### src/rtl/store_buffer_pkg.sv
// Shared defaults and types for the word-store buffer and its forwarding matcher.
// The width defaults match the data_mem port that the buffer drains into.
package store_buffer_pkg;

  localparam int unsigned SB_ADDR_WIDTH = 10;
  localparam int unsigned SB_DATA_WIDTH = 32;
  localparam int unsigned SB_DEPTH      = 4;

  // Owner of the single data_mem port in the current cycle.
  typedef enum logic [1:0] {
    MEM_IDLE = 2'd0,
    MEM_RD   = 2'd1,
    MEM_WR   = 2'd2
  } mem_op_e;

endpackage

### src/rtl/sb_fwd_match.sv
// DEPTH-way compare of a load address against buffered stores.
// When several entries match, the youngest one (nearest tail-1) supplies the data.
module sb_fwd_match
  import store_buffer_pkg::*;
#(
  parameter int unsigned ADDR_WIDTH = SB_ADDR_WIDTH,
  parameter int unsigned DATA_WIDTH = SB_DATA_WIDTH,
  parameter int unsigned DEPTH      = SB_DEPTH
) (
  input  logic [ADDR_WIDTH-1:0]      ld_addr,
  input  logic [ADDR_WIDTH-1:0]      ent_addr [DEPTH],
  input  logic [DATA_WIDTH-1:0]      ent_data [DEPTH],
  input  logic [DEPTH-1:0]           valid,
  input  logic [$clog2(DEPTH)-1:0]   tail,
  output logic                       hit,
  output logic [DATA_WIDTH-1:0]      data
);

  localparam int unsigned PTR_W = $clog2(DEPTH);

  logic [PTR_W-1:0] idx;

  // Walk from youngest to oldest; the first valid match stops the search.
  always_comb begin
    hit  = 1'b0;
    data = '0;
    idx  = '0;
    for (int unsigned i = 0; i < DEPTH; i++) begin
      idx = tail - PTR_W'(1) - PTR_W'(i);
      if (!hit && valid[idx] && (ent_addr[idx] == ld_addr)) begin
        hit  = 1'b1;
        data = ent_data[idx];
      end
    end
  end

endmodule

### src/rtl/store_buffer.sv
// Word-store buffer between the MEM stage and data_mem: stores queue in a FIFO,
// loads take the memory port with priority and forward from pending stores.
module store_buffer
  import store_buffer_pkg::*;
#(
  parameter int unsigned ADDR_WIDTH = SB_ADDR_WIDTH,
  parameter int unsigned DATA_WIDTH = SB_DATA_WIDTH,
  parameter int unsigned DEPTH      = SB_DEPTH
) (
  input  logic                       clk,
  input  logic                       rst_n,
  input  logic                       st_valid,
  output logic                       st_ready,
  input  logic [ADDR_WIDTH-1:0]      st_addr,
  input  logic [DATA_WIDTH-1:0]      st_data,
  input  logic                       ld_req,
  input  logic [ADDR_WIDTH-1:0]      ld_addr,
  output logic [DATA_WIDTH-1:0]      ld_data,
  output logic                       ld_fwd,
  output logic                       sb_empty,
  output logic [$clog2(DEPTH):0]     sb_count,
  output logic                       mem_read,
  output logic                       mem_write,
  output logic [ADDR_WIDTH-1:0]      mem_addr,
  output logic [DATA_WIDTH-1:0]      mem_wdata,
  input  logic [DATA_WIDTH-1:0]      mem_rdata
);

  localparam int unsigned PTR_W = $clog2(DEPTH);
  localparam int unsigned CNT_W = PTR_W + 1;

  logic [PTR_W-1:0]      head_q, head_d, tail_q, tail_d;
  logic [CNT_W-1:0]      count_q, count_d;
  logic [DEPTH-1:0]      valid_q, valid_d;
  logic [ADDR_WIDTH-1:0] addr_q [DEPTH];
  logic [ADDR_WIDTH-1:0] addr_d [DEPTH];
  logic [DATA_WIDTH-1:0] data_q [DEPTH];
  logic [DATA_WIDTH-1:0] data_d [DEPTH];

  logic                  full, push, pop;
  logic                  fwd_hit;
  logic [DATA_WIDTH-1:0] fwd_data;
  mem_op_e               mem_op;

  sb_fwd_match #(
    .ADDR_WIDTH (ADDR_WIDTH),
    .DATA_WIDTH (DATA_WIDTH),
    .DEPTH      (DEPTH)
  ) u_fwd (
    .ld_addr  (ld_addr),
    .ent_addr (addr_q),
    .ent_data (data_q),
    .valid    (valid_q),
    .tail     (tail_q),
    .hit      (fwd_hit),
    .data     (fwd_data)
  );

  // Port arbitration: a load always wins; otherwise drain the head entry.
  always_comb begin
    mem_op = MEM_IDLE;
    if (ld_req) begin
      mem_op = MEM_RD;
    end else if (count_q != '0) begin
      mem_op = MEM_WR;
    end
  end

  // Push/pop bookkeeping; a full buffer refuses stores even while draining.
  always_comb begin
    full    = (count_q == CNT_W'(DEPTH));
    push    = st_valid && !full;
    pop     = (mem_op == MEM_WR);
    head_d  = head_q;
    tail_d  = tail_q;
    count_d = count_q;
    valid_d = valid_q;
    addr_d  = addr_q;
    data_d  = data_q;
    if (pop) begin
      head_d          = head_q + PTR_W'(1);
      valid_d[head_q] = 1'b0;
    end
    if (push) begin
      tail_d          = tail_q + PTR_W'(1);
      valid_d[tail_q] = 1'b1;
      addr_d[tail_q]  = st_addr;
      data_d[tail_q]  = st_data;
    end
    case ({push, pop})
      2'b10:   count_d = count_q + CNT_W'(1);
      2'b01:   count_d = count_q - CNT_W'(1);
      default: count_d = count_q;
    endcase
  end

  // Core-facing and memory-facing outputs, all combinational from state.
  always_comb begin
    st_ready  = !full;
    sb_empty  = (count_q == '0);
    sb_count  = count_q;
    mem_read  = 1'b0;
    mem_write = 1'b0;
    mem_addr  = '0;
    mem_wdata = '0;
    ld_data   = '0;
    ld_fwd    = 1'b0;
    case (mem_op)
      MEM_RD: begin
        mem_read = 1'b1;
        mem_addr = ld_addr;
        ld_fwd   = fwd_hit;
        ld_data  = fwd_hit ? fwd_data : mem_rdata;
      end
      MEM_WR: begin
        mem_write = 1'b1;
        mem_addr  = addr_q[head_q];
        mem_wdata = data_q[head_q];
      end
      default: ;
    endcase
  end

  always_ff @(posedge clk or negedge rst_n) begin
    if (!rst_n) begin
      head_q  <= '0;
      tail_q  <= '0;
      count_q <= '0;
      valid_q <= '0;
      for (int unsigned i = 0; i < DEPTH; i++) begin
        addr_q[i] <= '0;
        data_q[i] <= '0;
      end
    end else begin
      head_q  <= head_d;
      tail_q  <= tail_d;
      count_q <= count_d;
      valid_q <= valid_d;
      addr_q  <= addr_d;
      data_q  <= data_d;
    end
  end

endmodule

### config.mk
export PLATFORM = sky130hd
export DESIGN_NAME = store_buffer
export DESIGN_NICKNAME = d
export VERILOG_FILES = /design/src/rtl/store_buffer_pkg.sv /design/src/rtl/sb_fwd_match.sv /design/src/rtl/store_buffer.sv
export SDC_FILE = /design/constraint.sdc
export NUM_CORES = 1
export LEC_CHECK = 0
export BUFFER_PORTS_ARGS = -buffer_cell sky130_fd_sc_hd__buf_2
export CAP_MARGIN = 30
export CORE_AREA = 2 2 157 159
export DETAILED_ROUTE_END_ITERATION = 16
export DIE_AREA = 0 0 159 161
export PLACE_DENSITY_LB_ADDON = 0.08
export SLEW_MARGIN = 0
export SYNTH_ARGS = -nofsm -noshare
export SYNTH_HDL_FRONTEND = slang
export SYNTH_SLANG_ARGS = --single-unit
### constraint.sdc
create_clock -name clk -period 13.32 [get_ports clk]
set_input_delay 1.998 -clock clk [delete_from_list [all_inputs] [get_ports clk]]
set_output_delay 1.998 -clock clk [all_outputs]
set_load 0.03 [all_outputs]
Word level (Yosys, flattened, before mapping)
Index checks and enable logic that the tools add are counted.
- add/subtract/negate cells: 8
- order comparisons: 15
- equality and inequality tests: 9
- muxes and demuxes: 68
- bitwise logic cells: 9
- reductions and logical operators: 18
- operators by type and width (operator ; number):
    $mux W32 ; 18
    $bmux W32 S2 ; 5
    $bwmux W128 ; 1
    $mux W10 ; 11
    $bmux W10 S2 ; 5
    $demux W32 S2 ; 1
    $bwmux W40 ; 1
    $eq A10 B10 Y1 ; 4
    $demux W10 S2 ; 1
    $pmux W10 S2 ; 1
    $ge A3 B3 Y1 const B ; 6
    $lt A2 B3 Y1 const B ; 6
    $not A2 Y3 ; 6
    $mux W1 ; 13
    $logic_and A1 B1 Y1 ; 11
    $bmux W1 S2 ; 4
    $mux W4 ; 2
    $pmux W3 S2 ; 1
    $add A2 B1 Y2 const B ; 2
    $and A4 B4 Y4 ; 1
    $demux W1 S2 ; 2
    $eq A2 B1 Y1 const B ; 2
    $eq A2 B2 Y1 const B ; 2
    $ge A2 B1 Y1 const B ; 2
    13 further kinds ; 19
- register bits after elaboration: 179
- bits of input ports: 88
- output and inout port bits: 82
- logic and storage cells: 139

Longest topological paths before layout
- word-level depth: 22
- gate-level depth with buffers: 19
- gate-level depth less buffers: 10

Modules after synthesis
Synthesis repeated with hierarchy kept, for this count alone.
- cell total of the unflattened synthesis: 1244
- area, all modules: 13984.7 sq um
- by module, submodules not included (module ; times used ; cells an instance ; area each (sq um) ; seq. area each (sq um)):
    store_buffer ; 1 ; 584 ; 8903.5 ; 4479.3
    sb_fwd_match ; 1 ; 660 ; 5081.1 ; 0.0

Least setup slack after synthesis
Ideal clock, no wire load.
- path kind: in2out
- from: input port ld_addr[6]
- to: output port ld_data[30]
- arrival time: 4.471 ns
- required time: 11.322 ns
- path slack: 6.851 ns
- cell stages on the path: 11
- buffers on the path: 3
- cells stage by stage: buf_1 nor2_1 mux2_2 or2_2 o2111a_1 buf_2 nand2_1 buf_2 nor3_1 o21a_1 o31ai_1
- word-level cells in the longest chain between the ends: 17
- elaborated cells between the ends (all ways): 24
- those cells by class: 4 x eq/ne; 10 x mux; 10 x reduce/logical
- ends and longest elaborated chain (item ; RTL line ; text):
    start, declared ; store_buffer.sv:17 ; input logic [ADDR_WIDTH-1:0] ld_addr,
    $eq A10 B10 Y1 ; sb_fwd_match.sv:30 ; if (!hit && valid[idx] && (ent_addr[idx] == ld_addr)) begin
    $logic_and A1 B1 Y1 ; sb_fwd_match.sv:30 ;
    $mux W1 ; sb_fwd_match.sv:30 ;
    $logic_not A1 Y1 ; sb_fwd_match.sv:30 ;
    $logic_and A1 B1 Y1 (2 in a row) ; sb_fwd_match.sv:30 ;
    $mux W1 ; sb_fwd_match.sv:30 ;
    $logic_not A1 Y1 ; sb_fwd_match.sv:30 ;
    $logic_and A1 B1 Y1 (2 in a row) ; sb_fwd_match.sv:30 ;
    $mux W1 ; sb_fwd_match.sv:30 ;
    $logic_not A1 Y1 ; sb_fwd_match.sv:30 ;
    $logic_and A1 B1 Y1 (2 in a row) ; sb_fwd_match.sv:30 ;
    $mux W32 or $mux W1 (tied branches) ; sb_fwd_match.sv:30 ;
    $mux W32 * ; store_buffer.sv:113 ; ld_data = fwd_hit ? fwd_data : mem_rdata;
    $mux W32 * ; store_buffer.sv:108 ; case (mem_op)
    end, declared ; store_buffer.sv:18 ; output logic [DATA_WIDTH-1:0] ld_data,
Every way passes the cells marked *; elsewhere a longest branch is shown, timed or not.

Final worst setup path
- from: register tail_q[0]
- to: output port ld_data[0]
- word-level cells in the longest chain between the ends: 22
- elaborated cells between the ends (all ways): 64
- those cells by class: 4 x add/sub; 4 x eq/ne; 42 x mux; 4 x bitwise; 10 x reduce/logical
- ends and longest elaborated chain (item ; RTL line ; text):
    start, declared ; store_buffer.sv:32 ; logic [PTR_W-1:0] head_q, head_d, tail_q, tail_d;
    start signal, assigned ; store_buffer.sv:136 ; tail_q <= tail_d;
    $sub A2 B1 Y2 * ; sb_fwd_match.sv:29 ; idx = tail - PTR_W'(1) - PTR_W'(i);
    $not A2 Y3 (implied by the code) ; sb_fwd_match.sv:30, sb_fwd_match.sv:32 ;
    $bmux W10 S2 ; sb_fwd_match.sv:30 ;
    $mux W10 (implied by the code) (2 in a row) ; sb_fwd_match.sv:30 ;
    $eq A10 B10 Y1 ; sb_fwd_match.sv:30 ;
    $logic_and A1 B1 Y1 ; sb_fwd_match.sv:30 ;
    $mux W1 ; sb_fwd_match.sv:30 ;
    $logic_not A1 Y1 ; sb_fwd_match.sv:30 ;
    (+3 left out) ; -- ;
    $logic_not A1 Y1 ; sb_fwd_match.sv:30 ;
    $logic_and A1 B1 Y1 (2 in a row) ; sb_fwd_match.sv:30 ;
    $mux W1 ; sb_fwd_match.sv:30 ;
    $logic_not A1 Y1 ; sb_fwd_match.sv:30 ;
    $logic_and A1 B1 Y1 (2 in a row) ; sb_fwd_match.sv:30 ;
    $mux W32 or $mux W1 (tied branches) ; sb_fwd_match.sv:30 ;
    $mux W32 * ; store_buffer.sv:113 ;
    $mux W32 * ; store_buffer.sv:108 ;
Every way passes the cells marked *; elsewhere a longest branch is shown, timed or not. The select of a mux whose other input is x is not followed.

==> results.md <==
- Synthesized area per cell: between 10 and 15 um^2
- Overall routing resource usage: between 30 and 40%
- Leakage: about 0.0066 uW
- Worst R2R Setup Slack: 9520 ps
- Global-route wire length before repair: 63110 um
- Worst Path Required: roughly 11000 ps
- CP dominant cell by count: buf_4
- Pre-antenna DRT Iters: 5
- Row cnt: 57
- Yosys reg bits: between 150 and 200
- Slowest Stage Delay on Critical Path: between 800 and 900 ps
- Overall power: ~4800 uW
- Cells after Synth: approximately 1.3k
- Fill cell count: just under 2k
- Die width: 159 um
- Post-synth EDFFs: 0
- CP Cell Sequence: clkinv_1 > ha_4 > buf_16 > buf_4 > o211ai_1 > a2111oi_1 > o2111a_1 > nand2_1 > and3_1 > buf_4 > o21ai_1 > a21oi_1 > buf_2
- Fin util: around 66%
- CP top delay family: compound AO/OA/AOI/OAI gates
- Synth Warn #: 0
- Die H: around 160 um
- 1st-iter DRT viols: roughly 1.0k
- Post-CTS Hold Buffers: 0
- Final Skew: between 15 and 20 ps
- Max Freq: around 0.11 GHz
- Area Growth Syn to Fin: 11.70%
- Max Transition Viols Final: 0
- Die ar.: 25600 um^2
- Clk slew on worst S/H paths: around 80 ps
- Worst-path fanout max: 69
- Gp weighted congestion: roughly 0.92
- Layout cell share with drive strength beyond 1: 38.33%
- Async S/R FF share, synth: 100.0%
- NumNets Final: 1507
- Final WL: 39820 um
- Antenna violations before repair: 4
- RSZ-0062 raised after global routing: no
- Cell Count, Final, Fillers Out: between 1.5k and 2k
- Post-synth design cell area: between 10000 and 15000 um^2
- FF/Latch Area: roughly 4500 um^2
- Clk_lat worst skew: between 400 and 500 ps
- Post CTS Setup Buffer Count: 0
- Startpoint Class: register
- Endpoint type of the worst setup path: output port
- Worst setup path category: register to output port
- CORE AREA: approximately 24000 um^2
- IO Port Bufs: between 150 and 200
- Clk buf depth: 2
- Hold Crit Class: register to register
- Critical Path Stages: 13
- Slew margin rel.: between 30% and 40%
- DP HPWL: 26120 um
- Htree depth: 4
- Drt wl/cell: 22.78 um
- Final hold violation count: 0
- TritonCTS Sinks: 179
- Status: finished, final reports clean
- Initial Util: 59.21%
- Detail Route Antenna Nets: 0
- Syn Nets: 1419
- Critical path buffers and inverters: 5
- Post-Place Cells: 1712
- Cell depth of the worst hold path: 2
- Multi-input logic area: between 9000 and 10000 um^2
- Via count of the routed design: approximately 11k
- Remaining DRCs: 0
- Total congestion overflow: 0
- Seq/Total Area, Yosys: 31.57%
- Worst Tran Pin Value: about 950 ps
- PostCTS Resize Cnt: 0
- Root Buffer Master: clkbuf_16
- Via density: approximately 6.6
- Largest net degree at the start of global routing: 75
- # setup viols final: 0
- CTS tree: yes
- Maxcap violations: 0
- Setup TNS: 0 ps
- R2R cell count: 6
- CP arrival: ~6700 ps
- # IOs: 170
- Num CTS Buffers: 17
- Pwr dens: between 300 and 400 nW/um^2
- Crit share post-route: about two thirds
- Crit path time final: just under 9000 ps
- Netlist cell types: 70
- CP max stage cell: o2111a_1
- Synth Flop Type: dfrtp_1
- Maximum vdd drop: between 200 and 250 uV
- Vias in the first global route: roughly 11k
-- flip-flops by register name (all words and copies together), names as in the netlist --
| name | flops |
|---|---|
| addr_q | 40 |
| data_q | 128 |
| valid_q | 4 |
| head_q | 2 |
| sb_count | 3 |
| tail_q | 2 |
-- cells by family (layout without fill, tap and decap cells) --
group                    after synthesis  count (layout)  share of synthesized area (%)
XOR/XNOR                              45              45                          2.778
buffers and inverters                143             244                          4.806
adder cells (fa/ha/maj)               10              10                         0.9348
multiplexers                         449             449                          38.53
AO/OA/AOI/OAI                        287             287                          13.94
AND/OR/NAND/NOR                      208             208                          7.443
other                                  0               2                              0
flip-flops                           179             179                          31.57
-- worst paths after layout --
path                       startpoint          to
setup / recovery            tail_q[0]  ld_data[0]
hold / removal             valid_q[2]  valid_q[2]
setup reg to reg            tail_q[0]  data_q[64]
hold reg to reg            valid_q[2]  valid_q[2]
max in group asynchronous       rst_n   tail_q[0]
min in group asynchronous       rst_n  addr_q[32]
-- routing by layer --
metal | up-vias | global-route usage, % | routed length [um]
met1 | 5717 | 43.41 | 17420
met5 | - | 0 | 25
met4 | 4 | 9.380 | 782
li1 | 5208 | - | -
met3 | 59 | 5.342 | 2733
met2 | 485 | 49.98 | 18860
-- where the power goes --
part | switching, uW | internal [uW] | total [uW]
combinational | 1620 | 1460 | 3090
clock | 261 | 274 | 535
sequential | 340 | 828 | 1170
total | 2230 | 2570 | 4790
-- Yosys cell counts, drive strengths merged (2+ instances only) --
cell | number | area share (%)
xnor2 | 36 | 2.2
o221ai | 3 | 0.19
nor4 | 4 | 0.22
nor2b | 14 | 0.62
o2111ai | 12 | 0.74
inv | 15 | 0.40
nand2 | 47 | 1.2
o31a | 9 | 0.56
and3 | 3 | 0.13
o211ai | 14 | 0.74
nand2b | 2 | 0.088
nor3 | 38 | 1.3
a21oi | 74 | 2.7
or3 | 3 | 0.13
a31oi | 21 | 0.93
a211oi | 17 | 1.4
o32ai | 3 | 0.19
buf | 53 | 2.4
mux2 | 224 | 18
o41ai | 22 | 1.4
dfrtp | 179 | 32
nand3 | 3 | 0.11
a211o | 2 | 0.12
nor2 | 46 | 1.3
o22ai | 3 | 0.13
clkbuf | 74 | 2.0
a2111oi | 3 | 0.20
o21a | 2 | 0.11
mux4 | 55 | 8.7
o21ai | 64 | 2.3
or2 | 3 | 0.13
mux2i | 170 | 12
o31ai | 3 | 0.16
ha | 9 | 0.79
xor2 | 9 | 0.56
nand4 | 3 | 0.24
and2 | 38 | 1.7
a22o | 10 | 0.62
o2bb2ai | 15 | 0.93
-- per-stage QoR --
stage / hold slack [ps] / area [um^2] / setup slack (ps)
after floorplan: 461.3 / 14190 / 6851
after detailed placement: 499.5 / 15150 / 4042
final: 534.4 / 15850 / 4603
after global placement: 494.9 / 15040 / 4146
after global routing: 561.1 / 15850 / 4366
after CTS: 516.3 / 15790 / 3548
-- cell type report --
type,instances,share of cell area [%]
multi-input cells,999,57.34
flip-flops and latches,179,28.32
diodes,2,0.03158
inverters,16,0.3789
repair buffers,196,7.366
well taps,324,2.558
clock inverters,15,1.326
clock buffers,17,2.684
-- cell usage in the layout, fill, tap and decap left out, types with 14 or more instances in the layout --
cell type	count
xnor2_1	36
nand2_1	43
dfrtp_1	176
nor3_1	38
mux2i_1	169
a21oi_1	71
a31oi_1	21
o21ai_0	44
mux4_2	55
o211ai_1	14
o21ai_1	20
a211oi_2	14
nor2_1	43
buf_2	168
clkbuf_16	17
o41ai_1	22
nor2b_1	14
inv_1	15
and2_1	38
buf_4	20
o2bb2ai_1	15
mux2_2	223
-- worst register-to-register path, cell delays in order (launching register included) --
cell     delay [ps]
dfrtp_4         660
buf_4           680
buf_4           790
ha_1            310
nand2_2         440
buf_4           470
mux2_2          330
No activity file was read; power rests on OpenSTA's default activity.
